$ cat src/rtl/sys_bus_regs.sv
// rtl/sys_bus_regs.sv - system-bus register responder with programmable ack latency and masked event interrupt
module sys_bus_regs #(
    parameter int          AW       = 20,
    parameter int          ACK_LAT  = 1,
    parameter logic [31:0] ID_VAL   = 32'h5250_0001,
    parameter logic [7:0]  CTRL_RST = 8'h00
) (
    input  logic          clk,
    input  logic          rstn,
    input  logic [AW-1:0] sys_addr,
    input  logic [31:0]   sys_wdata,
    input  logic          sys_wen,
    input  logic          sys_ren,
    output logic [31:0]   sys_rdata,
    output logic          sys_ack,
    output logic          sys_err,
    input  logic [7:0]    evt_i,
    input  logic [31:0]   status_i,
    output logic [7:0]    ctrl_o,
    output logic          irq_o
);

    typedef enum logic [1:0] {
        S_IDLE,
        S_WAIT,
        S_ACK
    } state_t;

    localparam logic [2:0] LAT_M1 = (ACK_LAT > 0) ? 3'(ACK_LAT - 1) : 3'd0;

    state_t        state;
    state_t        state_nx;
    logic [AW-1:2] addr_q;
    logic [31:0]   wdata_q;
    logic [31:0]   status_q;
    logic          wr_q;
    logic [2:0]    cnt_q;
    logic [31:0]   rdata_q;
    logic          err_q;
    logic [7:0]    ctrl_q;
    logic [7:0]    flags_q;
    logic [7:0]    mask_q;
    logic [31:0]   scratch_q;
    logic [31:0]   wcnt_q;
    logic          irq_q;

    logic          req;
    logic [AW-1:2] cur_addr;
    logic [31:0]   cur_status;
    logic          dec_err;
    logic [31:0]   rd_mux;
    logic          commit;
    logic [7:0]    flag_clr;
    logic          unused_addr_lsbs;

    assign unused_addr_lsbs = ^sys_addr[1:0];
    assign req = sys_wen | sys_ren;

    // With zero latency ACK is entered on the request edge itself, so read
    // data must come from the live request rather than the latched copy.
    assign cur_addr   = (state == S_IDLE) ? sys_addr[AW-1:2] : addr_q;
    assign cur_status = (state == S_IDLE) ? status_i : status_q;
    assign dec_err    = (|cur_addr[AW-1:8]) || (cur_addr[7:2] >= 6'd7);

    always_comb begin
        rd_mux = 32'h0;
        case (cur_addr[7:2])
            6'd0: rd_mux = ID_VAL;
            6'd1: rd_mux = {24'h0, ctrl_q};
            6'd2: rd_mux = cur_status;
            6'd3: rd_mux = {24'h0, flags_q};
            6'd4: rd_mux = {24'h0, mask_q};
            6'd5: rd_mux = scratch_q;
            6'd6: rd_mux = wcnt_q;
            default: rd_mux = 32'h0;
        endcase
    end

    always_comb begin
        state_nx = state;
        case (state)
            S_IDLE: if (req) state_nx = (ACK_LAT == 0) ? S_ACK : S_WAIT;
            S_WAIT: if (cnt_q == 3'd0) state_nx = S_ACK;
            S_ACK:  state_nx = S_IDLE;
            default: state_nx = S_IDLE;
        endcase
    end

    // Any decoded write counts, including writes to read-only registers.
    assign commit   = (state == S_ACK) && wr_q && !err_q;
    assign flag_clr = (commit && addr_q[7:2] == 6'd3) ? wdata_q[7:0] : 8'h00;

    always_ff @(posedge clk) begin
        if (!rstn) begin
            state     <= S_IDLE;
            addr_q    <= '0;
            wdata_q   <= 32'h0;
            status_q  <= 32'h0;
            wr_q      <= 1'b0;
            cnt_q     <= 3'd0;
            rdata_q   <= 32'h0;
            err_q     <= 1'b0;
            ctrl_q    <= CTRL_RST;
            flags_q   <= 8'h00;
            mask_q    <= 8'h00;
            scratch_q <= 32'h0;
            wcnt_q    <= 32'h0;
            irq_q     <= 1'b0;
        end else begin
            state <= state_nx;
            if (state == S_IDLE && req) begin
                addr_q   <= sys_addr[AW-1:2];
                wdata_q  <= sys_wdata;
                status_q <= status_i;
                wr_q     <= sys_wen;
                cnt_q    <= LAT_M1;
            end else if (state == S_WAIT && cnt_q != 3'd0) begin
                cnt_q <= cnt_q - 3'd1;
            end
            if (state_nx == S_ACK) begin
                rdata_q <= dec_err ? 32'h0 : rd_mux;
                err_q   <= dec_err;
            end
            if (commit) begin
                wcnt_q <= wcnt_q + 32'd1;
                case (addr_q[7:2])
                    6'd1: ctrl_q    <= wdata_q[7:0];
                    6'd4: mask_q    <= wdata_q[7:0];
                    6'd5: scratch_q <= wdata_q;
                    default: ;
                endcase
            end
            flags_q <= (flags_q & ~flag_clr) | evt_i;
            irq_q   <= |(flags_q & mask_q);
        end
    end

    assign sys_ack   = (state == S_ACK);
    assign sys_err   = sys_ack & err_q;
    assign sys_rdata = rdata_q;
    assign ctrl_o    = ctrl_q;
    assign irq_o     = irq_q;

endmodule

$ cat config.mk
export PLATFORM = sky130hd
export DESIGN_NAME = sys_bus_regs
export DESIGN_NICKNAME = d
export VERILOG_FILES = /design/src/rtl/sys_bus_regs.sv
export SDC_FILE = /design/constraint.sdc
export NUM_CORES = 1
export LEC_CHECK = 0
export ABC_AREA = 1
export CORE_ASPECT_RATIO = 1.2
export CORE_MARGIN = 2
export CORE_UTILIZATION = 35
export DETAILED_ROUTE_END_ITERATION = 12
export GPL_ROUTABILITY_DRIVEN = 0
export SYNTH_ARGS = -nofsm -noshare
export SYNTH_HDL_FRONTEND = slang
export SYNTH_SLANG_ARGS = --single-unit
$ cat constraint.sdc
create_clock -name clk -period 3.3 [get_ports clk]
set_clock_uncertainty 0.2 [all_clocks]
set_input_delay 0.99 -clock clk [delete_from_list [all_inputs] [get_ports clk]]
set_output_delay 0.99 -clock clk [all_outputs]
set_load 0.1 [all_outputs]
==> results.ini, run 1 <==
[cells_and_area]
num_antenna_cells=0
nNetsFinal=1514
area_growth_pct=25.40
final_layout_size_suffix_gt1_share_pct=10.13
final_area_mm2=0.01169

[synth]
async_flop_share_pct=0
synth_most_common_cell=nand2_1
synthSimpleGateAreaFrac_pct=24.06
synth_top_family_by_area=simple AND/OR/NAND/NOR gates
yosys.area.top_type=dfxtp_1
netlist.area_leader.share_pct=45.09
synth_edf_count=0
synth_seq_area_share_pct=45.09
synth.area.top_cells=dfxtp_1 45%, nand2_1 11%, o21ai_0 8.8%, a21oi_1 7.8%, inv_1 4.9%
synth_compound_area_share_pct=20.41
synthAdderAreaFrac_pct=0.4026
muxShareOfSynthArea_pct=0.1074
ys_seq_elements=210
synth.distinct_cells=48
synth_xor_area_share_pct=0.9393
synthTopCellsByCount=268 x nand2_1, 210 x dfxtp_1, 164 x o21ai_0, 145 x a21oi_1, 122 x inv_1
syn_avg_cell_area_um2=7.194
yosysWarnings=0
synth_cells=1296
synth.net_count=1395
syn_area_mm2=0.009324
synth_ff_type=dfxtp_1

[timing]
drv_slew=0
setup_ws_ns=0.5182
hold_violations=0
period_share_pct=84.30
setup_tns_ns=0
clock.fmax_mhz=359.5
tightest_slew_ns=0.8104
setup_violations=0
rsz0062_at_grt=false
slew_headroom_pct=45.68
period_needed_ns=2.782

[setup_path]
worst_ep_arrival_time_ns=1.59
reg2reg_slack_ns=0.70
worstReg2RegEnd=wcnt_q[25]
criticalPathCategory=flip-flop to output pin
end_kind=output pin
crit_fanout=6
rr_startpoint=state[1]
worstRegToRegCells=10
start_kind=flip-flop
crit_required_ns=2.11

[cts]
cts_root_buffer=clkbuf_16
cts_setup_buffers=0
numCtsBuffers=23
clkTransAtPathRegs_ns=0.06
clockBufferDepth=3
htree_levels=1
clock-sinks=210
cts_tree=done
clock_latency_ns=0.51
ctsResizeCount=0
holdBufCountCts=0

[placed_design]
portBuffers=136
dpl-instance-area_mm2=0.01092
place.detailed.hpwl_um=19890
dp_slack_ns=0.1663

[routing]
dr.pass1.iters=5
num_vias=8733
drtIter0Drc=451
antenna_left=0
wirelength_um=27260
wire_per_inst_um=15.44
drc=0
viasPerCell=4.945

[global_routing]
grt-ovfl-total=0
antenna_found_initial=0
grt_pass1_vias=8455
grt_pass1_wl_um=43320
grt_max_degree=99
grt.total_usage_pct=18.98

[worst_hold_path]
hold_path_end=wdata_q[9]
hold_class=flip-flop to flip-flop
hold_depth=2
min_from=wdata_q[9]

[power]
netSwitchingFraction_pct=25.78
leakagePower_nw=4.612
seq_power_share_pct=44.6
switching_power_w=0.001564
clkPwrFrac_pct=42.9
power_density_mw_per_mm2=518.7
ir_worst_vdd_uv=318.9
internal_power_w=0.004501
p_comb_share_pct=12.5

[floorplanning]
die_area_mm2=0.02797
num_rows=65
core-area_mm2=0.02627
pin_count=139
chipHeight_um=182.8
initial_core_util_pct=35.49
die_w_um=153.0

[outcome]
status=finished clean

[run]
maxCapViolCount=0

cells in the final DEF (no fill, tap or decap), drive strengths merged, types with 3 or more instances in the layout:
cell           netlist  final
nand2              273    273
dfxtp              210    210
o21ai              169    169
a21oi              145    145
inv                129    129
nor2               106    106
clkdlybuf4s50        0     92
nand3               85     85
buf                 26     73
o22ai               31     31
clkbuf              45     31
nor3                20     20
nand4               13     13
o21a                 8      8
xor2                 8      8
clkinv               2      8
nor4                 4      4
ha                   3      3
metal layers:
layer | vias to the layer above | track usage [%] | wire, um
li1 | 4526 | - | -
met2 | 194 | 35.34 | 14100
met4 | 0 | 5.852 | 748
met5 | - | 0 | 0
met1 | 3968 | 22.74 | 11330
met3 | 45 | 2.363 | 1078
area by class of cell:
cell class	count	area, um^2
multi-input combinational	884	4300
clock buffer	31	665.6
clock inverter	10	105.1
inverter	131	494.2
sequential	210	4204
tap	335	419.2
timing repair buffer	165	1504
fill	2765	14580
critical path, cell delays in order (launching register included):
cell	delay (ns)
dfxtp_1	0.47
inv_2	0.10
nor2_2	0.19
buf_4	0.33
kinds of logic (layout without fill, tap and decap cells):
group	after synthesis	count (layout)
buf+inv	202	337
xor+xnor	10	10
simple gates	508	508
fa+ha+maj	3	3
mux	1	1
compound gates	362	362
flops	210	210
power groups by stage:
stage                     clock (W)  combinational (W)  sequential [W]
final                       0.00260           0.000757         0.00270
after CTS                   0.00267           0.000767         0.00270
after global routing        0.00278           0.000846         0.00272
after detailed placement          0           0.000764         0.00276
after floorplan                   0           0.000478         0.00275
after global placement            0           0.000754         0.00276
flip-flops by register name, summed over array words and instances (netlist names), 8 cells and up:
register	cells
addr_q	18
ctrl_o	8
flags_q	8
mask_q	8
scratch_q	32
status_q	32
sys_rdata	32
wcnt_q	32
wdata_q	32
worst max path at each step:
stage,cells after the start,to,slack [ns],from
2_1_floorplan,2,sys_err,0.49,state[1]
3_3_place_gp,10,sys_rdata[25],0.20,sys_addr[5]
3_5_place_dp,10,sys_rdata[20],0.17,sys_addr[5]
4_1_cts,3,sys_ack,0.48,state[1]
5_1_grt,3,sys_ack,0.44,state[1]
6_report,3,sys_ack,0.52,state[1]
per-stage QoR:
step | std cells | total power (W) | hold WS (ns) | utilization [%]
after floorplan | 1296 | 0.003227 | 0.2297 | -
after global placement | 1725 | 0.003511 | 0.2432 | 41.58
after detailed placement | 1725 | 0.003524 | 0.2480 | 41.58
after CTS | 1766 | 0.006143 | 0.2570 | 44.51
after global routing | 1766 | 0.006342 | 0.2730 | 44.51
final | 1766 | 0.006064 | 0.2535 | 44.51
(Power assumes the default switching activity.)
==> run 2: changes to the inputs <==
==> constraint.sdc (replaced) <==
create_clock -name clk -period 2.9 [get_ports clk]
set_clock_uncertainty 0.2 [all_clocks]
set_input_delay 0.87 -clock clk [delete_from_list [all_inputs] [get_ports clk]]
set_output_delay 0.87 -clock clk [all_outputs]
set_load 0.1 [all_outputs]
==> run 2 against run 1 <==
  * Wire length is 0.90% higher
  * Global-route usage is 0.096 points higher
  * Final area is 1.8% higher
  * Critical endpoint unchanged
  * Highest routed layer unchanged
==> results.ini, run 2 (synthesis gave the netlist of run 1 again) <==
[setup_path]
criticalPathCategory=flip-flop to output pin
cpPeakStageDelay_ns=0.47  ; about the same
end_kind=output pin
start_kind=flip-flop
path_buf_inv=2  ; unchanged
worst_ep_arrival_time_ns=1.53  ; -0.06 ns
crit_slowest_cell=dfxtp_1
worstReg2RegEnd=sys_rdata[25]
reg2reg_slack_ns=0.47  ; -0.23 ns
cp_top_family=flip-flops
rr_startpoint=state[0]
crit_chain=inv_2, nor2_2, buf_12
crit_required_ns=1.83  ; -0.28 ns
crit_fanout=6  ; unchanged
worstRegToRegCells=8  ; -2

[global_routing]
met2_usage_pct=35.16  ; -0.18 points
grt_pass1_vias=8486  ; +0.37%
busiest_layer=met2
grt_pass1_wl_um=43380  ; +0.14%
grt-ovfl-total=0  ; unchanged
grt_use_met1_pct=22.43  ; -0.31 points
grt_max_degree=99  ; unchanged
met3_usage_pct=2.316  ; -0.047 points
antenna_found_initial=0  ; unchanged
grt.total_usage_pct=19.08  ; +0.096 points

[power]
power_density_mw_per_mm2=582.7  ; +12%
leakagePower_nw=4.712  ; +2.2%
ir_worst_vdd_uv=338.7  ; +6.2%
total_power_w=0.006936  ; +14%

[placed_design]
portBuffers=136  ; unchanged
place_inst=1741  ; +0.93%
place.detailed.hpwl_um=20070  ; +0.89%
dpl-instance-area_mm2=0.01114  ; +2.0%
dp_slack_ns=-0.05095  ; -0.2172 ns

[cells_and_area]
final_common_cell=nand2_1
num_antenna_cells=0  ; unchanged
nNetsFinal=1530  ; +1.1%
area_growth_pct=27.66
final-instance-count-excl-fill=1781  ; +0.85%
final_layout_size_suffix_gt1_share_pct=10.86  ; +0.72 points
final_area_mm2=0.01190  ; +1.8%
final_cell_mix=268 x nand2_1, 210 x dfxtp_1, 163 x o21ai_0

[routing]
viasPerCell=4.976  ; +0.63%
drc=0  ; unchanged
drtIter0Drc=616  ; +37%
wire_per_inst_um=15.44  ; about the same
dr.pass1.iters=5  ; unchanged
antenna_left=0  ; unchanged
num_vias=8863  ; +1.5%
wirelength_um=27510  ; +0.90%

[cts]
ctsResizeCount=0  ; unchanged
numCtsBuffers=23  ; unchanged
holdBufCountCts=0  ; unchanged
clockBufferDepth=3  ; unchanged
cts_setup_buffers=0  ; unchanged
clock_latency_ns=0.50  ; about the same
cts_root_buffer=clkbuf_16
clkTransAtPathRegs_ns=0.06  ; about the same
cts_tree=done
clock-sinks=210  ; unchanged
htree_levels=1  ; unchanged

[floorplanning]
chipHeight_um=182.8  ; unchanged
core-area_mm2=0.02627  ; unchanged
initial_core_util_pct=35.49  ; unchanged
die_w_um=153.0  ; unchanged
num_rows=65  ; unchanged
die_area_mm2=0.02797  ; unchanged
pin_count=139  ; unchanged

[timing]
hold-worst-slack_ns=0.2506  ; -0.002916 ns
drv_slew=0  ; unchanged
setup_ws_ns=0.3033  ; -0.2149 ns
period_share_pct=89.54
tightest_slew_ns=0.5170  ; -0.2934 ns
rsz0062_at_grt=false
period_needed_ns=2.597
clock.fmax_mhz=385.1
hold_violations=0  ; unchanged
setup_violations=0  ; unchanged
slew_headroom_pct=65.53  ; +20 points

[worst_hold_path]
min_from=wdata_q[24]
hold_path_end=scratch_q[24]
hold_class=flip-flop to flip-flop
hold_depth=2  ; unchanged

[run]
maxCapViolCount=0  ; unchanged

[outcome]
status=finished clean

==> run 2: cell count changes in the layout (fill, tap and decap cells not counted) <==
cell	delta
buf_12	+8
buf_4	+8
clkbuf_1	+3
clkinv_2	-3
clkinv_4	+1
clkinvlp_4	-2
==> run 2: how the worst max path moves through the flow <==
stage | startpoint | to | slack, ns | depth (start not counted)
floorplan | state[1] | wcnt_q[22] | 0.18 | 10
global placement | sys_addr[6] | sys_rdata[27] | -0.04 | 12
detailed placement | sys_addr[6] | sys_rdata[6] | -0.05 | 11
CTS | state[1] | sys_err | 0.28 | 3
global route | state[1] | sys_err | 0.24 | 3
finish | state[1] | sys_ack | 0.30 | 3
==> run 2: power by group <==
group	leakage [nW]	switching (W)	total, W	internal (W)
logic	2.62	0.000552	0.000906	0.000354
clock network	0.377	0.00116	0.00295	0.00179
registers	1.71	0.0000555	0.00308	0.00302
total	4.71	0.00177	0.00694	0.00516
==> run 2: cell type report <==
class | instances | area, um^2
Sequential cell | 210 | 4204
Multi-Input combinational cell | 884 | 4300
Clock buffer | 34 | 676.9
Tap cell | 335 | 419.2
Inverter | 131 | 494.2
Clock inverter | 6 | 83.83
Timing Repair Buffer | 181 | 1724
Fill cell | 2757 | 14370
==> run 2: tightest hold or removal path, cell delays in order (launching register included) <==
cell     delay, ns
dfxtp_1       0.29
inv_1         0.06
a21oi_1       0.05
==> run 2: stage by stage <==
stage | utilization [%] | TNS, ns
final | 45.31 | 0
after global routing | 45.31 | 0
after floorplan | - | 0
after global placement | 42.41 | -0.3055
after detailed placement | 42.41 | -0.5101
after CTS | 45.31 | 0
==> run 2: per-layer routing <==
metal | wire length (um) | part of all wire, % | vias up
met5 | 0 | 0 | -
met1 | 11390 | 41 | 4046
met4 | 1034 | 3.8 | 0
met3 | 1012 | 3.7 | 56
li1 | - | - | 4556
met2 | 14070 | 51 | 205
